$ cat config.mk
export PLATFORM = sky130hd
export DESIGN_NAME = piso_frame_serializer
export DESIGN_NICKNAME = d
export VERILOG_FILES = /design/src/rtl/serial_tx_pkg.sv /design/src/rtl/bit_period_counter.sv /design/src/rtl/piso_frame_serializer.sv
export SDC_FILE = /design/constraint.sdc
export NUM_CORES = 1
export LEC_CHECK = 0
export BUFFER_PORTS_ARGS = -buffer_cell sky130_fd_sc_hd__buf_4
export CORE_MARGIN = 8
export CORE_UTILIZATION = 37
export DETAILED_ROUTE_END_ITERATION = 10
export PLACE_DENSITY = 0.64
export SETUP_SLACK_MARGIN = 0.15
export SLEW_MARGIN = 25
export SYNTH_ARGS = -nofsm -noshare
export SYNTH_HDL_FRONTEND = slang
export SYNTH_SLANG_ARGS = --single-unit
export TNS_END_PERCENT = 1
$ cat constraint.sdc
create_clock -name CLOCK_50 -period 3.4 [get_ports CLOCK_50]
set_clock_uncertainty 0.2 [all_clocks]
set_input_delay 0.51 -clock CLOCK_50 [delete_from_list [all_inputs] [get_ports CLOCK_50]]
set_output_delay 0.51 -clock CLOCK_50 [all_outputs]
set_load 0.03 [all_outputs]
$ cat src/rtl/serial_tx_pkg.sv
// Shared definitions for the serial transmit/receive family: FSM encoding,
// line levels and the frame-length helper.
package serial_tx_pkg;

  typedef enum logic [2:0] {
    ST_IDLE,
    ST_START,
    ST_DATA,
    ST_PARITY,
    ST_STOP
  } tx_state_t;

  localparam logic LINE_IDLE   = 1'b1;
  localparam logic START_LEVEL = 1'b0;

  // Clock cycles occupied by one complete frame, start bit through last stop bit.
  function automatic int unsigned frame_cycles(input int unsigned data_width,
                                               input int unsigned clk_div,
                                               input int unsigned stop_bits,
                                               input int unsigned parity_en);
    return (1 + data_width + parity_en + stop_bits) * clk_div;
  endfunction

endpackage

$ cat src/rtl/bit_period_counter.sv
// Divides the system clock by CLK_DIV and flags the last cycle of each serial
// bit period; a synchronous clear realigns the count at frame start.
module bit_period_counter #(
  parameter int CLK_DIV = 16
) (
  input  logic clk,
  input  logic clear,
  input  logic enable,
  output logic strobe
);

  localparam int CNT_W = $clog2(CLK_DIV) + 1;
  localparam logic [CNT_W-1:0] LAST = CNT_W'(CLK_DIV - 1);

  logic [CNT_W-1:0] div_cnt;

  // NOTE: sequential state is written with non-blocking assignments only, so
  // every register samples the pre-edge values of the others.
  always_ff @(posedge clk) begin
    if (clear) begin
      div_cnt <= '0;
    end else if (enable) begin
      div_cnt <= (div_cnt == LAST) ? '0 : div_cnt + CNT_W'(1);
    end
  end

  // Gated by enable so CLK_DIV=1 does not strobe while the line is idle.
  assign strobe = enable && (div_cnt == LAST);

endmodule

$ cat src/rtl/piso_frame_serializer.sv
// Parallel-in/serial-out framed transmitter: latches a word on a valid/ready
// handshake and sends start, data, optional parity and stop bits, line idles high.
module piso_frame_serializer
  import serial_tx_pkg::*;
#(
  parameter int DATA_WIDTH = 8,
  parameter int CLK_DIV    = 16,
  parameter int STOP_BITS  = 1,
  parameter int MSB_FIRST  = 0,
  parameter int PARITY_EN  = 0,
  parameter int PARITY_ODD = 0
) (
  input  logic                  CLOCK_50,
  input  logic                  Reset,
  input  logic [DATA_WIDTH-1:0] Tx_Data,
  input  logic                  Tx_Valid,
  output logic                  Tx_Ready,
  output logic                  Serial_Out,
  output logic                  Busy,
  output logic                  Bit_Strobe
);

  localparam int BIT_W = $clog2(DATA_WIDTH) + 1;
  localparam logic [BIT_W-1:0]      LAST_BIT  = BIT_W'(DATA_WIDTH - 1);
  localparam logic                  LAST_STOP = 1'(STOP_BITS - 1);
  localparam logic [DATA_WIDTH-1:0] FILL_MSB  = DATA_WIDTH'(1) << (DATA_WIDTH - 1);

  tx_state_t             state, next_state;
  logic [BIT_W-1:0]      bit_cnt;
  logic                  stop_cnt;
  logic [DATA_WIDTH-1:0] shreg, shreg_shift;
  logic                  parity_q;
  logic                  bit_strobe, accept, last_bit, last_stop, serial_next;

  function automatic logic out_bit(input logic [DATA_WIDTH-1:0] v);
    return (MSB_FIRST != 0) ? v[DATA_WIDTH-1] : v[0];
  endfunction

  assign last_bit   = (bit_cnt == LAST_BIT);
  assign last_stop  = (stop_cnt == LAST_STOP);
  assign Tx_Ready   = !Reset && ((state == ST_IDLE) ||
                                 (state == ST_STOP && last_stop && bit_strobe));
  assign accept     = Tx_Valid && Tx_Ready;
  assign Bit_Strobe = bit_strobe;

  bit_period_counter #(.CLK_DIV(CLK_DIV)) u_bit_period_counter (
    .clk    (CLOCK_50),
    .clear  (Reset || accept),
    .enable (Busy),
    .strobe (bit_strobe)
  );

  always_ff @(posedge CLOCK_50) begin
    if (Reset) state <= ST_IDLE;
    else       state <= next_state;
  end

  // NOTE: every always_comb output gets a default first, so no path can infer a latch.
  always_comb begin
    next_state = state;
    unique case (state)
      ST_IDLE:   if (accept) next_state = ST_START;
      ST_START:  if (bit_strobe) next_state = ST_DATA;
      ST_DATA:   if (bit_strobe && last_bit)
                   next_state = (PARITY_EN != 0) ? ST_PARITY : ST_STOP;
      ST_PARITY: if (bit_strobe) next_state = ST_STOP;
      ST_STOP:   if (bit_strobe && last_stop)
                   next_state = accept ? ST_START : ST_IDLE;
      default:   next_state = ST_IDLE;
    endcase
  end

  // Serial_Out is registered, so this selects the level of the bit that starts at the coming edge.
  always_comb begin
    Busy        = (state != ST_IDLE);
    shreg_shift = (MSB_FIRST != 0) ? ((shreg << 1) | DATA_WIDTH'(1))
                                   : ((shreg >> 1) | FILL_MSB);
    serial_next = Serial_Out;
    if (accept) begin
      serial_next = START_LEVEL;
    end else if (bit_strobe) begin
      unique case (state)
        ST_START: serial_next = out_bit(shreg);
        ST_DATA:  serial_next = last_bit ? ((PARITY_EN != 0) ? parity_q : LINE_IDLE)
                                         : out_bit(shreg_shift);
        default:  serial_next = LINE_IDLE;
      endcase
    end
  end

  // NOTE: the shift register has an explicit reset value (all ones) so a
  // reset can never leave stale data bits queued for the line.
  always_ff @(posedge CLOCK_50) begin
    if (Reset) begin
      Serial_Out <= LINE_IDLE;
      shreg      <= '1;
      parity_q   <= 1'b0;
      bit_cnt    <= '0;
      stop_cnt   <= 1'b0;
    end else begin
      Serial_Out <= serial_next;
      if (accept) begin
        shreg    <= Tx_Data;
        parity_q <= (PARITY_ODD != 0) ? ~^Tx_Data : ^Tx_Data;
        bit_cnt  <= '0;
        stop_cnt <= 1'b0;
      end else if (bit_strobe) begin
        if (state == ST_DATA) begin
          shreg   <= shreg_shift;
          bit_cnt <= last_bit ? '0 : bit_cnt + BIT_W'(1);
        end
        if (state == ST_STOP) begin
          stop_cnt <= last_stop ? 1'b0 : 1'b1;
        end
      end
    end
  end

endmodule

==> run_results.csv <==
group,metric,value,unit
critical_path,r2r_cells,5,
power_and_ir_drop,seq_power_share,0.591,
cts,cts_buffers,3,
timing,fmax,364.3,MHz
synth,async_flop_share,0,
critical_path,worstPathRequired,2690,ps
route,met2_length,1066,um
finish,drive_gt1_frac,0.1538,
floorplanning,num_rows,19,
hold_path,hp-start,"Tx_Data[4]",
floorplanning,start_util,0.3925,
timing,finalHoldViolCount,0,
cts,clkSinkCount,21,
timing,slew_violations,0,
synth,synth_cells,133,
synth,yosysWarningCount,0,
route,dr_wl_met3,129,um
power_and_ir_drop,p_int,328.0,uW
placement,dp_cells,170,
route,vias,1020,
synth,syn_avg_cell_area,8.138,um^2
synth,synth_top_flop_cell,"dfxtp_1",
hold_path,hold_path_depth,3,
placement,place.port_buffers,14,
finish,fin_area,0.001197,mm^2
finish,fillerInstances,291,
floorplanning,core_area,0.002758,mm^2
route,post_drt_wl_per_cell,13.98,um
critical_path,crit_path_start_kind,"flip-flop",
cts,cts_tree,"yes",
route,drtIter0Drc,103,
route,routed_wl,2433,um
cts,clk_latency,320,ps
timing,rsz0062_at_grt,"false",
critical_path,reg2reg_slack,1090,ps
synth,synth_nets,146,
cts,ctsHoldBuffers,0,
route,vias_per_cell,5.862,
hold_path,hold_path_end,"shreg[4]",
floorplanning,die_area,0.004912,mm^2
floorplanning,die-width,70.09,um
synth,netlist_area,0.001082,mm^2
placement,place_area,0.001170,mm^2
synth,synth_edf_count,0,
power_and_ir_drop,p_comb_frac,0.130,
floorplanning,io_pins,15,
timing,worstMarginPinSlew,667.1,ps
cts,clk_pin_slew_worst_paths,120,ps
grt,grt_overflow,0,
placement,post-dp-hpwl,1723,um
route,drt-met1-wl,1189,um
route,drc,0,
finish,nets,157,
run_status,status,"finished clean",
timing,finalSetupViolCount,0,
cts,post-cts-setup-buffers,0,
grt,grt_pass1_vias,870,
synth,yosysSeqAreaShare,0.3884,
synth,ys_types,34,
route,drt_pre_antenna_iters,4,
finish,antenna_cells,0,
critical_path,setup.worst_path.class,"flip-flop to primary output",
finish,fin_cells,174,
power_and_ir_drop,p_clk_frac,0.279,
power_and_ir_drop,ir_drop,0.2228,mV
critical_path,cp.arrival,2030,ps
power_and_ir_drop,leakage,0.0004740,uW
timing,fin_ws,655.2,ps
critical_path,endpoint_kind,"primary output",
finish,area.growth.synth_to_final,10.64,%
timing,slew_headroom,0.5518,
cts,cts_repair_resize_count,0,
critical_path,rr_startpoint,"u_bit_period_counter.div_cnt[0]",
timing,min_period_over_period,0.8073,
run,max_cap_viol_count,0,
route,top_layer,"met4",
synth,ys_ff_latch,21,
placement,place_congestion,0.7703,
cts,htreeDepth,1,
grt,track_usage,0.09500,
grt,grt_max_degree,19,
cts,clockBufferDepth,2,
power_and_ir_drop,p_total,452.2,uW
floorplanning,die_h,70.09,um
timing,fin_crit,2745,ps
critical_path,r2r_end,"shreg[5]",
power_and_ir_drop,p_sw,124.2,uW
cts,clk_root_buffer_cell,"clkbuf_4",
grt,antenna_found_initial,0,
timing,setup_tns,0,ps
route,ant_nets,0,
critical_path,crit_fanout,18,
placement,dp_slack,1026,ps
power_and_ir_drop,power_density,377.7,mW/mm^2
grt,grt_pass1_wl,3988,um
power_and_ir_drop,switching_share,0.2746,
hold_path,min_path_type,"input port to flip-flop",
## cell usage after synthesis (2+ instances only)
library cell	count	area, um^2
dfxtp_1	21	420.4
nor2_1	20	75.07
a21oi_1	13	65.06
nand2_1	9	33.78
a311oi_1	8	70.07
and3_1	7	43.79
nor3_1	5	25.02
nand3_1	4	20.02
o21ai_0	4	20.02
o21ai_1	4	20.02
buf_2	3	15.01
buf_6	3	33.78
inv_1	3	11.26
nor4_1	3	18.77
clkbuf_1	2	7.510
ha_1	2	25.02
nand2b_1	2	12.51
nand4b_1	2	17.52
o21bai_1	2	15.01
or2_2	2	12.51
## worst max-delay path, stage by stage (launching register included)
cell	delay [ps]
dfxtp_1	390
ha_1	220
nand4b_1	550
nor2_1	340
buf_4	210
## layout by cell type, fill, tap and decap left out, drive strengths merged
cell type  synthesis  layout
a211oi             1       1
a21oi             13      13
a22oi              1       1
a311oi             8       8
a31oi              1       1
a32oi              1       1
and3               7       7
and3b              1       1
and4b              1       1
buf                6      14
clkbuf             2       3
clkinv             0       1
dfxtp             21      21
ha                 2       2
inv                3       3
mux2i              1       1
nand2              9       9
nand2b             2       2
nand3              4       4
nand4b             2       2
nor2              21      21
nor3               5       5
nor3b              1       1
nor4               3       3
o21ai              8       8
o21bai             2       2
o32a               1       1
or2                3       3
or3b               1       1
xnor2              1       1
xor2               1       1
## routing by layer
metal / track usage / up-vias
met5: 0 / -
met4: 0.04688 / 0
met3: 0.02825 / 5
met2: 0.1462 / 27
met1: 0.1169 / 482
li1: - / 506
## cell type report
type,count,area [um^2],share of cell area
Clock buffer,3,22.52,0.01881
Clock inverter,1,5.005,0.004180
Inverter,3,11.26,0.009404
Multi-Input combinational cell,101,594.3,0.4963
Sequential cell,21,420.4,0.3511
Tap cell,31,38.79,0.03239
Timing Repair Buffer,14,105.1,0.08777
## logic make-up after synthesis
kind of cell,Yosys count,synth area share
XOR/XNOR,2,0.01619
adder cells (fa/ha/maj),2,0.02312
multiplexers,1,0.009249
AO/OA/AOI/OAI,36,0.2127
flip-flops,21,0.3884
AND/OR/NAND/NOR,60,0.2879
buffers and inverters,11,0.06242
## stage by stage
stage | hold slack, ps | util
after floorplan | 232.0 | -
after global placement | 252.6 | 0.4242
after detailed placement | 258.8 | 0.4242
after CTS | 220.4 | 0.4342
after global routing | 226.3 | 0.4342
final | 221.2 | 0.4342
## worst max path at each step
| stage | cells after the start | to | start | slack (ps) |
|---|---|---|---|---|
| after floorplan | 4 | Tx_Ready | u_bit_period_counter.div_cnt[0] | 890 |
| after global placement | 4 | Bit_Strobe | u_bit_period_counter.div_cnt[0] | 1080 |
| after detailed placement | 4 | Bit_Strobe | u_bit_period_counter.div_cnt[0] | 1030 |
| after CTS | 4 | Bit_Strobe | u_bit_period_counter.div_cnt[0] | 650 |
| after global routing | 4 | Bit_Strobe | u_bit_period_counter.div_cnt[0] | 500 |
| final | 4 | Bit_Strobe | u_bit_period_counter.div_cnt[0] | 660 |
## power groups by stage
stage	Combinational [uW]	Clock (uW)	Sequential [uW]
floorplan	40.1	0	270
global placement	58.1	0	272
detailed placement	59.4	0	272
CTS	59.4	133	267
global route	65.5	139	269
finish	58.9	126	267
## state kept, by name, indices dropped and copies added, names as in the netlist
signal,count
shreg,8
bit_cnt,4
Serial_Out,1
u_bit_period_counter.div_cnt,5
state,3
No activity file was read; power rests on OpenSTA's default activity.
